$ cat src/rtl/dualmem_stream_reader.sv
// dualmem_stream_reader: sequential read initiator for one port of a 64-bit
// dual-port RAM. It takes a (start address, word count) command and streams
// the words out on a valid/ready interface. A 2-entry buffer absorbs
// backpressure. When the buffer is empty, the word arriving from the RAM is
// presented directly, which keeps the first-word latency at two cycles.
// Optional feature macro: DUALMEM_RD_CHECKSUM_EN (XOR checksum of the
// accepted stream words).
module dualmem_stream_reader #(
    parameter int ADDR_W = 11,
    parameter int DATA_W = 64,
    parameter int LEN_W  = 12
) (
    input  logic                  clk,
    input  logic                  rst,
    input  logic                  cmd_valid,
    output logic                  cmd_ready,
    input  logic [ADDR_W-1:0]     cmd_addr,
    input  logic [LEN_W-1:0]      cmd_len,
    output logic [DATA_W/8-1:0]   mem_en,
    output logic [DATA_W/8-1:0]   mem_we,
    output logic [ADDR_W-1:0]     mem_addr,
    output logic [DATA_W-1:0]     mem_wdata,
    input  logic [DATA_W-1:0]     mem_rdata,
    output logic                  out_valid,
    input  logic                  out_ready,
    output logic [DATA_W-1:0]     out_data,
    output logic                  out_last,
    output logic                  busy,
    output logic                  done,
    output logic [DATA_W-1:0]     checksum
);

    localparam int NB = DATA_W / 8;
    localparam logic [LEN_W:0] MAX_LEN = (LEN_W + 1)'(1) << ADDR_W;

    typedef enum logic [1:0] {
        S_IDLE,
        S_RUN,
        S_DRAIN
    } state_t;

    state_t              r_state;
    state_t              w_state_next;
    logic [ADDR_W-1:0]   r_addr;
    logic [LEN_W-1:0]    r_remaining;
    logic                r_inflight;
    logic                r_inflight_last;
    logic [DATA_W-1:0]   r_buf0;
    logic [DATA_W-1:0]   r_buf1;
    logic                r_last0;
    logic                r_last1;
    logic [1:0]          r_count;
    logic                r_done;
    logic                w_issue;
    logic                w_accept;
    logic                w_pop;

    assign w_accept  = cmd_valid && cmd_ready;
    assign w_pop     = out_valid && out_ready;

    assign mem_en    = {NB{w_issue}};
    assign mem_we    = '0;
    assign mem_wdata = '0;
    assign mem_addr  = r_addr;
    assign done      = r_done;

    // The buffer head wins. With an empty buffer, the word returning from the RAM is shown directly.
    assign out_valid = (r_count != 2'd0) || r_inflight;
    assign out_data  = (r_count != 2'd0) ? r_buf0 :
                       (r_inflight ? mem_rdata : '0);
    assign out_last  = (r_count != 2'd0) ? r_last0 : (r_inflight && r_inflight_last);

    // Next-state logic. A read is issued only while buffered plus in-flight words stay below two.
    always_comb begin
        w_state_next = r_state;
        cmd_ready    = 1'b0;
        busy         = 1'b0;
        w_issue      = 1'b0;
        case (r_state)
            S_IDLE: begin
                cmd_ready = 1'b1;
                if (cmd_valid && (cmd_len != '0)) begin
                    w_state_next = S_RUN;
                end
            end
            S_RUN: begin
                busy = 1'b1;
                if ((r_count == 2'd0) || ((r_count == 2'd1) && !r_inflight)) begin
                    w_issue = 1'b1;
                    if (r_remaining == LEN_W'(1)) begin
                        w_state_next = S_DRAIN;
                    end
                end
            end
            S_DRAIN: begin
                busy = 1'b1;
                if (w_pop && out_last) begin
                    w_state_next = S_IDLE;
                end
            end
            default: w_state_next = S_IDLE;
        endcase
    end

    // Command state: state register, address and remaining count, and the done pulse.
    always_ff @(posedge clk) begin
        if (rst) begin
            r_state     <= S_IDLE;
            r_addr      <= '0;
            r_remaining <= '0;
            r_done      <= 1'b0;
        end else begin
            r_state <= w_state_next;
            r_done  <= (w_accept && (cmd_len == '0)) ||
                       ((r_state == S_DRAIN) && w_pop && out_last);
            if (w_accept) begin
                r_addr      <= cmd_addr;
                r_remaining <= cmd_len;
            end else if (w_issue) begin
                r_addr      <= r_addr + ADDR_W'(1);
                r_remaining <= r_remaining - LEN_W'(1);
            end
        end
    end

    // Read tracking and the 2-entry output buffer. The returning word is stored unless it is consumed directly.
    always_ff @(posedge clk) begin
        if (rst) begin
            r_inflight      <= 1'b0;
            r_inflight_last <= 1'b0;
            r_buf0          <= '0;
            r_buf1          <= '0;
            r_last0         <= 1'b0;
            r_last1         <= 1'b0;
            r_count         <= 2'd0;
        end else begin
            r_inflight      <= w_issue;
            r_inflight_last <= w_issue && (r_remaining == LEN_W'(1));
            case (r_count)
                2'd0: begin
                    if (r_inflight && !w_pop) begin
                        r_buf0  <= mem_rdata;
                        r_last0 <= r_inflight_last;
                        r_count <= 2'd1;
                    end
                end
                2'd1: begin
                    if (r_inflight && w_pop) begin
                        r_buf0  <= mem_rdata;
                        r_last0 <= r_inflight_last;
                    end else if (r_inflight) begin
                        r_buf1  <= mem_rdata;
                        r_last1 <= r_inflight_last;
                        r_count <= 2'd2;
                    end else if (w_pop) begin
                        r_count <= 2'd0;
                    end
                end
                2'd2: begin
                    if (w_pop) begin
                        r_buf0  <= r_buf1;
                        r_last0 <= r_last1;
                        r_count <= 2'd1;
                    end
                end
                default: r_count <= 2'd0;
            endcase
        end
    end

`ifdef DUALMEM_RD_CHECKSUM_EN
    logic [DATA_W-1:0] r_checksum;

    // XOR of every word accepted on the stream, cleared when a new command is taken.
    always_ff @(posedge clk) begin
        if (rst) begin
            r_checksum <= '0;
        end else if (w_accept) begin
            r_checksum <= '0;
        end else if (w_pop) begin
            r_checksum <= r_checksum ^ out_data;
        end
    end

    assign checksum = r_checksum;
`else
    assign checksum = '0;
`endif

    // The issue rule guarantees a full buffer never coincides with a read in flight.
    assert property (@(posedge clk) disable iff (rst) !((r_count == 2'd2) && r_inflight));

    // Lengths above the RAM depth are illegal.
    assert property (@(posedge clk) disable iff (rst) w_accept |-> ({1'b0, cmd_len} <= MAX_LEN));

endmodule

$ cat config.mk
export PLATFORM = sky130hd
export DESIGN_NAME = dualmem_stream_reader
export DESIGN_NICKNAME = d
export VERILOG_FILES = /design/src/rtl/dualmem_stream_reader.sv
export SDC_FILE = /design/constraint.sdc
export NUM_CORES = 1
export LEC_CHECK = 0
export ABC_AREA = 1
export BUFFER_PORTS_ARGS = -buffer_cell sky130_fd_sc_hd__buf_4
export CORE_ASPECT_RATIO = 1.4
export CORE_MARGIN = 2
export CORE_UTILIZATION = 25
export DETAILED_ROUTE_END_ITERATION = 8
export PLACE_DENSITY = 0.57
export SETUP_SLACK_MARGIN = 0.15
export SLEW_MARGIN = 0
export SYNTH_ARGS = -nofsm -noshare
export SYNTH_HDL_FRONTEND = slang
export SYNTH_SLANG_ARGS = --single-unit
$ cat constraint.sdc
create_clock -name clk -period 3.4 [get_ports clk]
set_input_delay 0.68 -clock clk [delete_from_list [all_inputs] [get_ports clk]]
set_output_delay 0.68 -clock clk [all_outputs]
set_load 0.005 [all_outputs]
# Word level (Yosys, flattened, before mapping)
# Index checks and enable logic that the tools add are counted.
# classes
n_addsub	2
n_eq_ne	14
muxes	30
bitwise	1
reduce_logical	29
# ops
op	count
$mux W64	5
$pmux W64 S3	1
$mux W12	2
$mux W11	2
$mux W2	9
$eq A12 B1 Y1 const B	1
$logic_and A1 B1 Y1	12
$logic_not A12 Y1	1
$ne A2 B2 Y1 const B	6
$pmux W2 S3	2
$reduce_and A4 Y1	3
$reduce_bool A12 Y1	1
$sub A12 B1 Y12 const B	1
$add A11 B1 Y11 const B	1
$mux W1	8
$eq A2 B1 Y1 const B	2
$eq A2 B2 Y1 const B	2
$logic_not A2 Y1	2
$ne A2 B1 Y1 const B	2
$reduce_bool A2 Y1	2
$logic_or A1 B1 Y1	3
$ne A3 B3 Y1 const B	1
$pmux W1 S3	1
$reduce_and A3 Y1	1
4 further kinds	5
# word_totals
regBits	160
input_bits	91
output_inout_bits	224
word_cells	87

# Depth between registers and ports, before layout
# Gate-level depths: netlist (run 1).
# logic_depth
ltp_word	7
ltp_mapped	12
ltp_nobuf	12

# Worst setup path after synthesis (run 1)
# Ideal clock, no wire load.
# synth_path
path_kind	reg-to-output
startpoint	register r_count[1]
endpoint	output port out_data[10]
t_arrival_ns	1.181
t_required_ns	2.720
setup_slack_ns	1.539
path_stages_with_launch	6
cell_sequence	dfxtp_1 > nor2_1 > clkbuf_1 > buf_2 > nand3_1 > nand2_1
# synth_between
elab_chain_cells	2
# synth_rtl
item	line	source
start, declared	52	logic [1:0] r_count;
start signal, assigned	135	r_count <= 2'd0;
start signal, assigned	144	r_count <= 2'd1;
start signal, assigned	154	r_count <= 2'd2;
$reduce_bool A2 Y1	69	assign out_data = (r_count != 2'd0) ? r_buf0 :
$mux W64	69	
end, declared	26	output logic [DATA_W-1:0] out_data,
# Every way passes these cells.

# Worst setup path in the final report (run 1)
# layout_path
startpoint	register r_count[1]
endpoint	output port out_last
# layout_between
elab_chain_cells	2
# layout_rtl
item	line	source
$reduce_bool A2 Y1	71	assign out_last = (r_count != 2'd0) ? r_last0 : (r_inflight && r_inflight_last);
$mux W1	71	
end, declared	27	output logic out_last,
# Every way passes these cells.

==> results of run 1 <==
[power by group through the flow]
stage               combinational [W]  clock [W]  sequential, W
global route                  0.00194    0.00220        0.00232
floorplan                     0.00122          0        0.00225
finish                        0.00169    0.00204        0.00228
CTS                           0.00171    0.00212        0.00228
global placement              0.00168          0        0.00232
detailed placement            0.00170          0        0.00232
[routing by layer]
metal	global-route usage [%]	up-vias	routed length [µm]
met5	0	-	0
met4	5.02	0	509
met3	3.45	27	1690
met2	23.5	317	12200
met1	15.4	3751	10200
li1	-	4254	-
[worst min-delay path by stage]
stage / start / slack, ns / cells after the start / end
2_1_floorplan: r_buf1[11] / 0.42 / 2 / r_buf1[11]
6_report: r_buf1[23] / 0.45 / 2 / r_buf1[23]
3_5_place_dp: r_buf1[23] / 0.44 / 2 / r_buf1[23]
4_1_cts: r_buf1[23] / 0.45 / 2 / r_buf1[23]
5_1_grt: r_buf1[50] / 0.46 / 2 / r_buf1[50]
3_3_place_gp: r_buf1[19] / 0.43 / 2 / r_buf1[19]
[final cells by class]
cell class	count	share of cell area, %
multi-input cells	990	42.0
flip-flops and latches	160	29.9
repair buffers	192	13.7
well taps	462	5.39
clock buffers	21	4.39
inverters	90	3.16
clock inverters	11	1.41
[critical path, stage by stage, from the launching register on]
cell and delay (ns):
dfxtp_1 0.39, nor2_4 0.17, buf_4 0.42, o21ai_0 0.21, and2_1 0.24, buf_4 0.15
[cells by family (layout without fill, tap and decap cells)]
kind of cell	after synthesis	in the layout
AND/OR/NAND/NOR	537	537
flip-flops	160	160
XOR/XNOR	9	9
other	1	136
buffers and inverters	316	314
multiplexers	11	11
adder cells (fa/ha/maj)	6	6
AO/OA/AOI/OAI	291	291
[synthesized netlist by cell type, types with 2 or more instances]
master / count
nand4_1: 3
buf_2: 17
nor2_1: 182
buf_4: 150
or2_2: 2
xnor2_1: 2
dfxtp_1: 160
inv_1: 86
buf_1: 6
nand2_1: 248
xor2_1: 7
and2_1: 2
mux2_2: 11
clkbuf_1: 46
nor3_1: 7
o211ai_1: 5
a21oi_1: 72
ha_1: 6
nand3b_1: 2
a31oi_1: 12
o21ai_1: 10
nand3_1: 86
inv_2: 4
o21ai_0: 187
o221ai_1: 3
buf_6: 7
nand2_2: 2
[registers in the layout, indices dropped and copies added (netlist names)]
name / count
done: 1
r_last0: 1
r_inflight: 1
r_last1: 1
r_count: 2
r_buf0: 64
r_state: 2
mem_addr: 11
r_inflight_last: 1
r_remaining: 12
r_buf1: 64
[through the flow]
stage          util [%]  hold WS (ns)  std cells
5_1_grt            30.1         0.461       1926
6_report           30.1         0.447       1926
4_1_cts            30.1         0.449       1926
3_3_place_gp       28.4         0.434       1894
3_5_place_dp       28.4         0.439       1894
2_1_floorplan         -         0.425       1466
==> results.txt, run 1 <==
----------------------------------------------------
[Global routing]
  Number of antenna violations at the first check in global routing ... 0
  Total congestion overflow after global routing ... 0
  First-pass GRT wire length ... ~40000 µm
  Number of global-route vias before repair ... roughly 7.9k
  Total global-route track usage ... between 10% and 20%
  Pin count of the biggest net entering global routing ... 131

[Yosys]
  Area fraction in compound gates after synthesis ... 16.7%
  Syn Area/Cell ... between 6 and 7 µm²
  Number of flops mapped to enable cells by yosys ... 0
  Multiplexer share of the synthesized area ... under 10%
  Post-synthesis instance total ... approximately 1.3k
  Share of Yosys cell area claimed by the top area cell type ... between 30% and 40%
  Number of warnings reported in the yosys synthesis log ... 0
  Area leader, netlist ... dfxtp_1
  Netlist area before placement ... 0.00899 mm²
  Parity-gate share of the synthesized area counting xor and xnor cells ... less than 1%
  Adder-cell area share of the yosys netlist ... less than 1%
  Number of distinct library cells after synthesis ... 33
  Yosys reg bits ... 160
  Post-synthesis async set-or-reset flop share ... 0%
  Dominant combinational cell family by area after synthesis ... simple AND/OR/NAND/NOR gates
  Most instantiated flip-flop cell in the synthesis netlist ... dfxtp_1
  Post-Synth Simple-Gate Area ... around 24%
  Cell types with the largest area share after synthesis ... dfxtp_1 36%, buf_4 13%, o21ai_0 10%
  Proportion of synthesized chip area in sequential cells ... ~36%

[Clocking]
  Clock transition at the registers of the reported paths ... ~0.060 ns
  Number of buffers inserted by hold repair at cts ... 0
  Number of post-CTS setup repair buffers ... 0
  CTS Root Cell ... clkbuf_16
  Clk buf depth ... 2
  TritonCTS clock tree ... built
  Count of cells resized by post-cts repair ... 0
  CTS H-tree depth ... 4
  Clock latency on the worst-skew pair ... roughly 0.44 ns
  Number of buffers added by the clock tree synthesis step ... 17
  Num Clock Sinks ... 160

[Cells and area]
  Fraction of final layout cells sized beyond drive strength 1 ... roughly 17%
  Final Net Count ... 1548
  Area of the multi-input gates ... 0.00450 mm²
  Number of antenna repair diodes ... 0
  Area growth syn-to-layout ... 19.2%
  Fillers ... approximately 3.8k
  Commonest non-fill, non-tap cell in the layout ... nand2_1
  Flip-flop and latch area ... roughly 0.0032 mm²
  Finished layout cell area ... 0.0107 mm²
  Most used cells in the layout excluding fill and tap cells ... 246 x nand2_1, 190 x buf_4, 187 x o21ai_0, 181 x nor2_1, 159 x dfxtp_1

[Die]
  Die area ... 0.0375 mm²
  Site row count ... between 80 and 90
  Horizontal extent of the die ... approximately 160 µm
  Chip height ... roughly 230 µm
  Core area ... about 0.036 mm²
  Top-level I/O count ... around 320
  Starting utilization of the core area ... approximately 25%

[Power and ir drop]
  Internal power component ... between 0.004 and 0.005 W
  Switching part of the total ... roughly 34%
  Final Power ... 0.00602 W
  Pwr dens ... between 500 and 600 mW/mm²
  Sequential power share ... around 38%
  Clock power share ... between 30% and 40%
  Net load switching power ... slightly above 0.002 W
  Max rail drop VDD ... roughly 0.35 mV
  Combinational cell fraction of total power ... roughly 28%
  Leakage component of the power ... approximately 5.0 nW

[Critical path]
  Critical Path Fanout Max ... 39
  Critical path data arrival time ... between 2 and 2.5 ns
  Crit Path Category ... register to primary output
  Slack of the worst reg-to-reg path ... 1.34 ns
  Nature of the critical path endpoint ... primary output
  Worst Path Required ... between 2 and 3 ns
  Endpoint of the worst-slack reg-to-reg timing path ... r_buf0[25]
  Timing startpoint of the critical path ... r_count[1]
  Critical R2R Launch ... r_inflight
  Critical Path Source Type ... register
  End of the critical path ... out_last
  Logic depth of the worst register-to-register path ... 6

[Placement]
  Buffers on Ports ... about 180
  HPWL reported at the end of detailed placement ... 16400 µm
  Pre-CTS worst setup slack ... approximately 0.91 ns
  Cell Area, Placed ... between 0.01 and 0.015 mm²
  Gpl congestion ... a little under 0.9

[STA]
  Actual transition at the worst max-transition pin ... about 1.2 ns
  Slack of the critical path ... 0.709 ns
  Tightest slew margin relative to the limit ... 19.7%
  Clock skew after layout ... approximately 0.0095 ns
  Setup Total Neg Slack ... 0 ns
  RSZ-0062 raised after global routing ... false
  Hold violation count in the final report ... 0
  Final Max Tran Viols ... 0
  Final period demand of the worst path ... around 2.7 ns
  Max Freq ... about 0.37 GHz
  Final setup viols ... 0
  Tcrit/Tclk final ... 79.2%

[Flow run]
  Count of maximum capacitance violations ... 0

[Drt]
  Detailed Route WL ... between 20000 and 25000 µm
  Average detailed-routed wire length per instance ... 12.8 µm
  First-pass detailed-route iteration total ... 7
  Vias per std cell ... 4.33
  Final antenna-violating net count ... 0
  Number of remaining DRC errors ... 0
  Number of vias in the routed layout ... around 8.3k
  Starting DRC count in detailed routing ... roughly 560

[Run status]
  Run status ... finished clean

[Hold path]
  Class of the tightest hold or removal check ... register to register

----------------------------------------------------
No activity file was read; power rests on OpenSTA's default activity.
==> run 2, diff against run 1 <==
ABC_AREA = 0   (was 1)
clock period = 2.6 ns   (was 3.4 ns; I/O delays follow)
==> results.txt, run 2 <==
----------------------------------------------------
[Critical path]
  End of the critical path ... out_data[5]
  Logic depth of the worst register-to-register path ... 4 (-2)
  Endpoint of the worst-slack reg-to-reg timing path ... r_buf0[42]
  Critical Path Source Type ... register
  Crit Path Category ... register to primary output
  Critical Path Fanout Max ... 10 (-74%)
  Crit-path cells ... or2_4, buf_4, o21ai_0, buf_4
  Worst path most repeated cell ... buf_4
  Buffers and inverters on the worst path ... 2 (unchanged)
  Depth of the critical timing path with buffers and inverters included ... 4 (-1)
  Library cell contributing the largest single delay on the critical path ... dfxtp_2
  Timing startpoint of the critical path ... r_count[1]
  Nature of the critical path endpoint ... primary output
  CP max stage delay ... 0.39 ns (-0.03 ns)
  Critical path data arrival time ... 1.89 ns (-0.12 ns)
  Critical R2R Launch ... r_count[1]
  Slack of the worst reg-to-reg path ... 0.69 ns (-0.65 ns)
  Worst Path Required ... 2.08 ns (-0.64 ns)
  Top cell family by delay on the critical path ... flip-flops

[Die]
  Core area ... 0.0341 mm² (-4.1%)
  Top-level I/O count ... 315 (unchanged)
  Starting utilization of the core area ... 25.4% (+0.16 points)
  Die area ... 0.0362 mm² (-3.4%)
  Site row count ... 80 (-2.4%)
  Chip height ... 224 µm (-1.7%)
  Horizontal extent of the die ... 161 µm (-1.7%)

[Clocking]
  Clock latency on the worst-skew pair ... 0.45 ns (about the same)
  TritonCTS clock tree ... built
  Clock transition at the registers of the reported paths ... 0.07 ns (about the same)
  CTS Root Cell ... clkbuf_16
  Number of buffers added by the clock tree synthesis step ... 17 (unchanged)
  Num Clock Sinks ... 160 (unchanged)
  Number of buffers inserted by hold repair at cts ... 0 (unchanged)
  CTS H-tree depth ... 4 (unchanged)
  Clk buf depth ... 2 (unchanged)

[Drt]
  First-pass detailed-route iteration total ... 4 (-3)
  Average detailed-routed wire length per instance ... 14.0 µm (+9.3%)
  Detailed Route WL ... 25000 µm (+1.4%)
  Vias per std cell ... 4.49 (+3.5%)
  Starting DRC count in detailed routing ... 440 (-22%)
  Number of remaining DRC errors ... 0 (unchanged)
  Final antenna-violating net count ... 0 (unchanged)
  Number of vias in the routed layout ... 8011 (-4.0%)

[Yosys]
  Number of flops mapped to enable cells by yosys ... 0 (unchanged)
  Netlist area before placement ... 0.00868 mm² (-3.5%)
  Proportion of synthesized chip area in sequential cells ... 36.9% (+1.3 points)
  Most numerous cell types in the synthesized netlist ... 393 x nand2_1, 160 x dfxtp_1, 150 x buf_4, 84 x nor2_1, 82 x o21ai_0
  Area leader, netlist ... dfxtp_1
  Post-synthesis instance total ... 1204 (-9.5%)
  Number of warnings reported in the yosys synthesis log ... 0 (unchanged)
  Most common cell in the netlist ... nand2_1
  Number of distinct library cells after synthesis ... 47 (+42%)
  Share of Yosys cell area claimed by the top area cell type ... 36.9% (+1.3 points)
  Most instantiated flip-flop cell in the synthesis netlist ... dfxtp_1
  Post-synthesis async set-or-reset flop share ... 0% (unchanged)
  Yosys reg bits ... 160 (unchanged)
  Syn Area/Cell ... 7.21 µm² (+6.7%)
  Cell types with the largest area share after synthesis ... dfxtp_1 37%, nand2_1 17%, buf_4 13%

[STA]
  Final setup viols ... 0 (unchanged)
  Max Freq ... 0.415 GHz
  Actual transition at the worst max-transition pin ... 0.896 ns (-0.309 ns)
  Clock skew after layout ... 0.0134 ns (+0.00392 ns)
  RSZ-0062 raised after global routing ... false
  Final Max Tran Viols ... 0 (unchanged)
  Tightest slew margin relative to the limit ... 40.3% (+21 points)
  Setup Total Neg Slack ... 0 ns (unchanged)
  Tcrit/Tclk final ... between 90 and 100%
  Hold violation count in the final report ... 0 (unchanged)
  Final period demand of the worst path ... roughly 2.4 ns

[Global routing]
  Number of global-route vias before repair ... 7289 (-7.6%)
  Total global-route track usage ... 13.4% (about the same)
  First-pass GRT wire length ... 38300 µm (-4.1%)
  Total congestion overflow after global routing ... 0 (unchanged)
  Number of antenna violations at the first check in global routing ... 1 (+1)
  Pin count of the biggest net entering global routing ... 79 (-40%)

[Hold path]
  Class of the tightest hold or removal check ... primary input to register

[Power and ir drop]
  Pwr dens ... 617 mW/mm² (+9.8%)
  Max rail drop VDD ... 0.397 mV (+12%)
  Leakage component of the power ... 4.03 nW (-19%)

[Cells and area]
  Commonest non-fill, non-tap cell in the layout ... nand2_1
  Fillers ... 3699 (-2.8%)
  Final Net Count ... 1419 (-8.3%)
  Flip-flop and latch area ... 0.00321 mm² (about the same)
  Area growth syn-to-layout ... 20.6%
  Registers with the most flip-flops ... r_buf0 x64, r_buf1 x64, r_remaining x12
  Fraction of final layout cells sized beyond drive strength 1 ... 18.4% (+1.2 points)
  Most used cells in the layout excluding fill and tap cells ... 393 x nand2_1, 191 x buf_4, 157 x dfxtp_1, 136 x conb_1, 84 x nor2_1
  Final cell count without fillers ... 1786 (-7.3%)
  Number of antenna repair diodes ... 0 (unchanged)
  Area of the multi-input gates ... 0.00452 mm² (+0.31%)

[Placement]
  Cells after DPL ... 1751 (-7.6%)
  Buffers on Ports ... 178 (unchanged)
  HPWL reported at the end of detailed placement ... 15900 µm (-3.2%)
  Gpl congestion ... 0.745 (-15%)

[Run status]
  Run status ... finished clean

[Flow run]
  Count of maximum capacitance violations ... 0 (unchanged)

----------------------------------------------------
[run 2: cell count changes after synthesis, sizes merged, moves of 5 or more]
cell / delta
a31oi: -7
nand3: -74
a311oi: +72
nor2: -100
nand2: +143
or3: +8
clkbuf: +7
mux2: -11
nor3: -5
inv: -83
o21ai: -115
a211oi: +9
[run 2: per-layer routing]
layer / part of all wire, % / track usage, % / up-vias
li1: - / - / 4004
met1: 42 / 15.4 / 3728
met2: 51 / 24.0 / 253
met3: 4.9 / 3.10 / 24
met4: 1.7 / 5.01 / 2
met5: 0.044 / 0 / -
[run 2: kinds of logic after synthesis]
| group | Yosys count | synth area share (%) |
|---|---|---|
| AOI/OAI and AO/OA | 253 | 18.8 |
| xor gates and xnor gates | 12 | 1.21 |
| adders and majority gates | 6 | 0.865 |
| buffers and inverters | 242 | 17.4 |
| DFF | 160 | 36.9 |
| muxes | 1 | 0.115 |
| other | 1 | 0.0432 |
| and+or+nand+nor | 529 | 24.7 |
[run 2: area by class of cell]
type	count	area share (%)
Clock inverter	11	1.03
Tap cell	451	5.39
Inverter	7	0.251
Sequential cell	160	30.7
Multi-Input combinational cell	938	43.2
Clock buffer	21	4.40
Timing Repair Buffer	198	15.1
[run 2: through the flow]
step | instance area [µm²] | hold WS [ns] | total power [W] | worst slack, ns | utilization (%)
floorplan | 9180 | 0.437 | 0.00365 | 0.706 | -
CTS | 10400 | 0.292 | 0.00655 | 0.135 | 30.5
finish | 10500 | 0.324 | 0.00645 | 0.191 | 30.7
global route | 10500 | 0.301 | 0.00682 | 0.164 | 30.7
detailed placement | 9840 | 0.447 | 0.00403 | 0.442 | 28.8
global placement | 9840 | 0.442 | 0.00402 | 0.453 | 28.8
[run 2: power breakdown]
| part | switching (W) | internal [W] |
|---|---|---|
| clock network | 0.00109 | 0.00137 |
| registers | 0.000137 | 0.00261 |
| logic | 0.000680 | 0.000560 |
| total | 0.00191 | 0.00454 |
[run 2: worst min path at each step]
stage | from | end | cells after the start
after floorplan | r_buf1[0] | r_buf1[0] | 2
after global placement | r_buf1[37] | r_buf1[37] | 2
after detailed placement | r_buf1[62] | r_buf1[62] | 2
after CTS | mem_rdata[61] | r_buf1[61] | 3
after global routing | mem_rdata[56] | r_buf1[56] | 3
final | mem_rdata[56] | r_buf1[56] | 3
[run 2: timing repair]
action | CTS | global route
resized for setup | 6 | 2
setup buffers | 0 | 1
hold endpoints to repair | 0 | 0
gates cloned | 1 | 1
pin swaps | 1 | 1
setup endpoints to repair | 62 | 54
[run 2: worst register-to-register path: stages (launching register included)]
cell	delay (ns)
dfxtp_2	0.46
nor2b_4	0.21
buf_4	0.72
nand2_1	0.13
a311oi_1	0.30
